==> config.mk <==
export PLATFORM = sky130hd
export DESIGN_NAME = mult_share_arbiter
export DESIGN_NICKNAME = d
export VERILOG_FILES = /design/src/rtl/mult_share_pkg.sv /design/src/rtl/mult_share_arbiter_rr_pick.sv /design/src/rtl/mult_share_arbiter.sv
export SDC_FILE = /design/constraint.sdc
export NUM_CORES = 1
export LEC_CHECK = 0
export ABC_AREA = 1
export CORE_AREA = 2 2 159 161
export CTS_CLUSTER_SIZE = 14
export DETAILED_ROUTE_END_ITERATION = 12
export DIE_AREA = 0 0 161 163
export PLACE_DENSITY = 0.69
export SKIP_LAST_GASP = 1
export SYNTH_ARGS = -nofsm -noshare
export SYNTH_HDL_FRONTEND = slang
export SYNTH_SLANG_ARGS = --single-unit
export TNS_END_PERCENT = 20
==> constraint.sdc <==
create_clock -name clock -period 11.5 [get_ports clock]
set_clock_uncertainty 0.05 [all_clocks]
set_input_delay 2.875 -clock clock [delete_from_list [all_inputs] [get_ports clock]]
set_output_delay 2.875 -clock clock [all_outputs]
set_load 0.05 [all_outputs]
==> src/rtl/mult_share_pkg.sv <==
// mult_share_pkg
// Shared types and constants for the multiplier-sharing arbiter and its
// round-robin picker.
//   state_t      : arbiter sequencer states
//   grant_idx_t  : requester index, wide enough for the largest supported
//                  requester count
//   DEFAULT_TIMEOUT : default completion watchdog, in cycles
package mult_share_pkg;

  localparam int MAX_NUM_REQ     = 8;
  localparam int DEFAULT_TIMEOUT = 64;

  typedef enum logic [1:0] {
    IDLE  = 2'd0,
    ISSUE = 2'd1,
    WAIT  = 2'd2,
    RESP  = 2'd3
  } state_t;

  typedef logic [$clog2(MAX_NUM_REQ)-1:0] grant_idx_t;

endpackage

==> src/rtl/mult_share_arbiter_rr_pick.sv <==
// rr_pick
// Combinational round-robin priority picker. Scans the request vector starting
// one position above last_grant and wrapping, and returns the first set bit.
//   req        in  NUM_REQ  request vector
//   last_grant in  idx      most recently served requester
//   grant_oh   out NUM_REQ  one-hot winner (zero when nothing requested)
//   grant_idx  out idx      winner index (zero when nothing requested)
//   any        out 1        at least one request present
module rr_pick
  import mult_share_pkg::*;
#(
  parameter int NUM_REQ = 4
) (
  input  logic [NUM_REQ-1:0] req,
  input  grant_idx_t         last_grant,
  output logic [NUM_REQ-1:0] grant_oh,
  output grant_idx_t         grant_idx,
  output logic               any
);

  // Outer loop walks priority order (k=1 is highest), inner loop keeps every
  // vector index constant so no variable bit-select is needed.
  always_comb begin
    grant_oh  = '0;
    grant_idx = '0;
    any       = 1'b0;
    for (int k = 1; k <= NUM_REQ; k++) begin
      for (int i = 0; i < NUM_REQ; i++) begin
        if (!any && req[i] && (i == ((int'(last_grant) + k) % NUM_REQ))) begin
          any         = 1'b1;
          grant_oh[i] = 1'b1;
          grant_idx   = grant_idx_t'(i);
        end
      end
    end
  end

endmodule

==> src/rtl/mult_share_arbiter.sv <==
// mult_share_arbiter
// Shares one fixed-point multiplier among NUM_REQ requesters. A round-robin
// winner is accepted in IDLE, its operands are latched and issued to the
// multiplier for one cycle, the product (or a watchdog abort) is captured and
// held on the shared response bus until the granted requester takes it.
//
//   state | meaning
//   IDLE  | no transaction; accept round-robin winner, latch its operands
//   ISSUE | mul_valid pulse, wait counter cleared
//   WAIT  | waiting for mul_complete or watchdog expiry
//   RESP  | rsp_valid to granted requester until its rsp_ready
//
// Ports:
//   clock, reset            clock and async active-high reset
//   req_valid/req_a/req_b   requester operands, requester i at slice i
//   req_ready               one-hot accept pulse (combinational, IDLE only)
//   rsp_valid/rsp_data/rsp_err/rsp_ready  result return path
//   mul_valid/mul_a/mul_b   operands to multiplier
//   mul_complete/mul_product/mul_ack      multiplier result handshake
//   busy                    transaction in progress
//   timeout_sticky          any watchdog abort since reset
module mult_share_arbiter
  import mult_share_pkg::*;
#(
  parameter int NUM_REQ    = 4,
  parameter int DATA_WIDTH = 32,
  parameter int TIMEOUT    = DEFAULT_TIMEOUT
) (
  input  logic                          clock,
  input  logic                          reset,
  input  logic [NUM_REQ-1:0]            req_valid,
  input  logic [NUM_REQ*DATA_WIDTH-1:0] req_a,
  input  logic [NUM_REQ*DATA_WIDTH-1:0] req_b,
  output logic [NUM_REQ-1:0]            req_ready,
  output logic [NUM_REQ-1:0]            rsp_valid,
  output logic [DATA_WIDTH-1:0]         rsp_data,
  output logic                          rsp_err,
  input  logic [NUM_REQ-1:0]            rsp_ready,
  output logic                          mul_valid,
  output logic [DATA_WIDTH-1:0]         mul_a,
  output logic [DATA_WIDTH-1:0]         mul_b,
  input  logic                          mul_complete,
  input  logic [DATA_WIDTH-1:0]         mul_product,
  output logic                          mul_ack,
  output logic                          busy,
  output logic                          timeout_sticky
);

  localparam int CNT_W = $clog2(TIMEOUT + 1);

  state_t                state, state_nxt;
  grant_idx_t            last_grant;
  grant_idx_t            grant_idx_q;
  logic [NUM_REQ-1:0]    grant_oh_q;

  logic [NUM_REQ-1:0]    pick_oh;
  grant_idx_t            pick_idx;
  logic                  pick_any;

  logic [DATA_WIDTH-1:0] sel_a, sel_b;
  logic [DATA_WIDTH-1:0] op_a_q, op_b_q, result_q;
  logic                  err_q, sticky_q;
  logic [CNT_W-1:0]      wait_cnt;

  logic                  timeout_hit;
  logic                  rsp_accept;

  rr_pick #(
    .NUM_REQ (NUM_REQ)
  ) u_rr_pick (
    .req        (req_valid),
    .last_grant (last_grant),
    .grant_oh   (pick_oh),
    .grant_idx  (pick_idx),
    .any        (pick_any)
  );

  always_comb begin
    sel_a = '0;
    sel_b = '0;
    for (int i = 0; i < NUM_REQ; i++) begin
      if (pick_oh[i]) begin
        sel_a = req_a[i*DATA_WIDTH +: DATA_WIDTH];
        sel_b = req_b[i*DATA_WIDTH +: DATA_WIDTH];
      end
    end
  end

  assign timeout_hit = (wait_cnt == CNT_W'(TIMEOUT - 1));
  // Only the granted requester's rsp_ready counts.
  assign rsp_accept  = |(rsp_ready & grant_oh_q);

  always_ff @(posedge clock or posedge reset) begin
    if (reset) state <= IDLE;
    else       state <= state_nxt;
  end

  always_comb begin
    state_nxt = state;
    case (state)
      IDLE:    if (pick_any) state_nxt = ISSUE;
      ISSUE:   state_nxt = WAIT;
      WAIT:    if (mul_complete || timeout_hit) state_nxt = RESP;
      RESP:    if (rsp_accept) state_nxt = IDLE;
      default: state_nxt = IDLE;
    endcase
  end

  always_comb begin
    req_ready = '0;
    rsp_valid = '0;
    mul_valid = 1'b0;
    mul_ack   = 1'b0;
    busy      = (state != IDLE);
    case (state)
      IDLE:    req_ready = pick_oh;
      ISSUE:   mul_valid = 1'b1;
      WAIT:    mul_ack   = mul_complete;
      RESP:    rsp_valid = grant_oh_q;
      default: ;
    endcase
  end

  always_ff @(posedge clock or posedge reset) begin
    if (reset) begin
      last_grant  <= grant_idx_t'(NUM_REQ - 1);
      grant_idx_q <= '0;
      grant_oh_q  <= '0;
      op_a_q      <= '0;
      op_b_q      <= '0;
      result_q    <= '0;
      err_q       <= 1'b0;
      sticky_q    <= 1'b0;
      wait_cnt    <= '0;
    end else begin
      case (state)
        IDLE: begin
          if (pick_any) begin
            op_a_q      <= sel_a;
            op_b_q      <= sel_b;
            grant_oh_q  <= pick_oh;
            grant_idx_q <= pick_idx;
          end
        end
        ISSUE: wait_cnt <= '0;
        WAIT: begin
          wait_cnt <= wait_cnt + CNT_W'(1);
          // A completion in the expiry cycle wins over the abort.
          if (mul_complete) begin
            result_q <= mul_product;
            err_q    <= 1'b0;
          end else if (timeout_hit) begin
            result_q <= '0;
            err_q    <= 1'b1;
            sticky_q <= 1'b1;
          end
        end
        RESP: begin
          if (rsp_accept) last_grant <= grant_idx_q;
        end
        default: ;
      endcase
    end
  end

  assign mul_a          = op_a_q;
  assign mul_b          = op_b_q;
  assign rsp_data       = result_q;
  assign rsp_err        = err_q;
  assign timeout_sticky = sticky_q;

endmodule

==> run_results.csv <==
group,metric,value,unit
outcome,status,"complete, no violations",
final_layout,fin_nets,1829,
place,gp_congestion,0.868,
final_layout,area_growth,68.0,%
synth,yosysUniqueCellTypes,30,
cts,cts_hold_buf,0,
min_path,hold_class,"reg2reg",
die,die_width,161,um
cts,post_cts_buffers,0,
synth,syn_area,7240,um2
global_route,grt_pass1_vias,7938,
global_route,grt_use_total,20.6,%
cts,cts_buffers,17,
detailed_routing,drtPass1Iterations,5,
detailed_routing,postRouteAntennaNets,0,
place,post-dp-hpwl,20.1,mm
final_layout,multi_input_area,3430,um2
timing,rsz0062_at_grt,"false",
synth,yosysSeqAreaShare,39.8,%
cts,h-tree-depth,4,
critical_path,r2r_cells,14,
timing,worstMarginPinSlew,1.08,ns
synth,synthesis.nets,1449,
critical_path,rr_endpoint,"mul_a[29]$_DFFE_PP0P_",
cts,cts_resized,0,
cts,clk_pin_slew,0.06,ns
critical_path,end_kind,"output pin",
timing,final-setup-viol-count,0,
critical_path,arrival,5.94,ns
min_path,min-delay-start,"wait_cnt[6]$_DFFE_PP0P_",
flow_run,maxCapViolCount,0,
final_layout,final_cell_mix,"555 x nand2_1, 407 x clkdlybuf4s50_1, 166 x inv_1",
synth,syn_inst,1145,
timing,hold_slack,0.409,ns
pwr,p_leak,6.16,nW
detailed_routing,postRouteWirelength,27.5,mm
critical_path,rrSetupSlack,7.84,ns
global_route,grt_pass1_wl,42.9,mm
die,dieArea,26200,um2
final_layout,utilization,49.3,%
synth,ys_warn_count,0,
critical_path,crit_slowest_cell,"clkdlybuf4s50_1",
detailed_routing,wl_per_cell,14.7,um
cts,cts_num_sinks,115,
timing,slew_viol_final,0,
min_path,hold_path_depth,1,
detailed_routing,drt-vias-per-instance,4.40,
cts,tritoncts,"done",
timing,tns,0,ns
die,rows,58,
timing,clock.fmax,0.113,GHz
detailed_routing,drc,0,
final_layout,final_area,12200,um2
min_path,min_to,"wait_cnt[6]$_DFFE_PP0P_",
die,pin_count,408,
global_route,grt_start_max_net_pins,97,
critical_path,worstSetupPathType,"in2out",
final_layout,seq_area,2880,um2
synth,synth.avg_cell_area,6.32,um2
final_layout,fillers,2497,
critical_path,max_stage_delay,0.88,ns
final_layout,drive_above_1_share,3.64,%
place,postPlaceCellArea,11500,um2
cts,clkLatencyLatePin,0.41,ns
timing,post-route-min-period,8.86,ns
synth,synth-seq-cells,115,
detailed_routing,vias,8217,
critical_path,crit_fanout,5,
cts,clockBufferDepth,2,
final_layout,layout_commonest_cell,"nand2_1",
pwr,max-vdd-ir-drop,0.192,mV
critical_path,critPathRequiredTime,8.58,ns
critical_path,worstReg2RegStart,"last_grant[1]$_DFFE_PP1P_",
place,numPortBuffers,407,
die,initial_core_util,29.3,%
timing,period_share,77.1,%
timing,hold_viol_final,0,
die,die_height,163,um
pwr,powerDensity,294,nW/um2
global_route,overflow,0,
timing,max_slew_margin,27.7,%
global_route,antenna_found_initial,1,
detailed_routing,first_iter_violations,509,
critical_path,startpoint_type,"input pin",
cts,cts_root_buf,"clkbuf_16",
die,fp.coreArea,24700,um2
critical_path,crit_chain,"clkdlybuf4s50_1 > inv_1 > nor2_2 > nor3_2 > nand4_1 > nor2_1 > nand4_1 > nor2_1 > nand3_1 > a21oi_1 > clkdlybuf4s50_1",
[state kept, by name, summed over array words and instances, names as in the netlist]
signal / flops
grant_idx_q: 2
grant_oh_q: 4
last_grant: 2
mul_a: 32
mul_b: 32
rsp_data: 32
rsp_err: 1
state: 2
timeout_sticky: 1
wait_cnt: 7
[through the flow]
step	cells	power, mW	setup WS [ns]
final	1869	3.58	2.64
after global routing	1869	3.86	2.42
after CTS	1868	3.62	2.57
after detailed placement	1836	3.01	2.59
after global placement	1836	3.00	2.50
after floorplan	1145	2.28	3.91
[worst max-delay path, delay by kind of cell]
family                 cells  cell delay, ns
buffers and inverters      3            1.61
AOI/OAI and AO/OA          1            0.28
and+or+nand+nor            7            1.16
[worst max path at each step]
stage / from / endpoint / cells after the start
floorplan: req_valid[2] / req_ready[2] / 9
global placement: req_valid[3] / req_ready[2] / 11
detailed placement: req_valid[3] / req_ready[2] / 11
CTS: req_valid[3] / req_ready[2] / 11
global route: req_valid[0] / req_ready[2] / 11
finish: req_valid[3] / req_ready[2] / 11
[kinds of logic after synthesis]
kind of cell	count (synthesis)	share of synthesized area (%)
adder cells (fa/ha/maj)	5	0.865
flip-flops	115	39.8
buffers and inverters	224	13.0
AO/OA/AOI/OAI	91	6.66
AND/OR/NAND/NOR	710	39.7
[cells in the mapped netlist]
master	number	share of area, %
a21o_1	2	0.21
a21oi_1	77	5.3
buf_2	33	2.3
buf_4	6	0.62
buf_6	5	0.78
clkbuf_1	12	0.62
clkinv_1	1	0.052
dfrtp_1	113	39
dfstp_2	2	0.73
ha_1	5	0.86
inv_1	167	8.7
nand2_1	556	29
nand2_2	2	0.17
nand3_1	107	7.4
nand3_2	1	0.14
nand3b_1	1	0.10
nand4_1	6	0.52
nand4_2	1	0.17
nor2_1	22	1.1
nor2_2	3	0.26
nor3_1	7	0.48
nor3_2	1	0.14
nor3b_1	1	0.10
nor4_1	2	0.17
o2111ai_1	1	0.12
o21ai_0	7	0.48
o21ai_1	1	0.069
o21ai_4	1	0.22
o21bai_1	1	0.10
o2bb2ai_1	1	0.12
[layer usage]
metal	global-route usage (%)	vias up	share of wire (%)
met5	0	-	0
met4	6.09	0	1.6
met3	5.98	30	7.9
met2	34.9	283	48
met1	25.6	3668	42
li1	-	4236	-
[cell type report]
type                    count  share of cell area [%]
flip-flops and latches    115                    23.7
well taps                 330                    3.40
clock buffers              17                    3.50
inverters                 168                    5.21
diodes                      1                  0.0206
clock inverters            15                    1.79
repair buffers            417                    34.1
multi-input cells         806                    28.2
[power breakdown]
| part | internal [mW] | switching (mW) |
|---|---|---|
| Sequential | 0.594 | 0.106 |
| Clock | 0.370 | 0.218 |
| Combinational | 0.741 | 1.55 |
| Total | 1.70 | 1.87 |
Power figures use the tool's default switching activity.
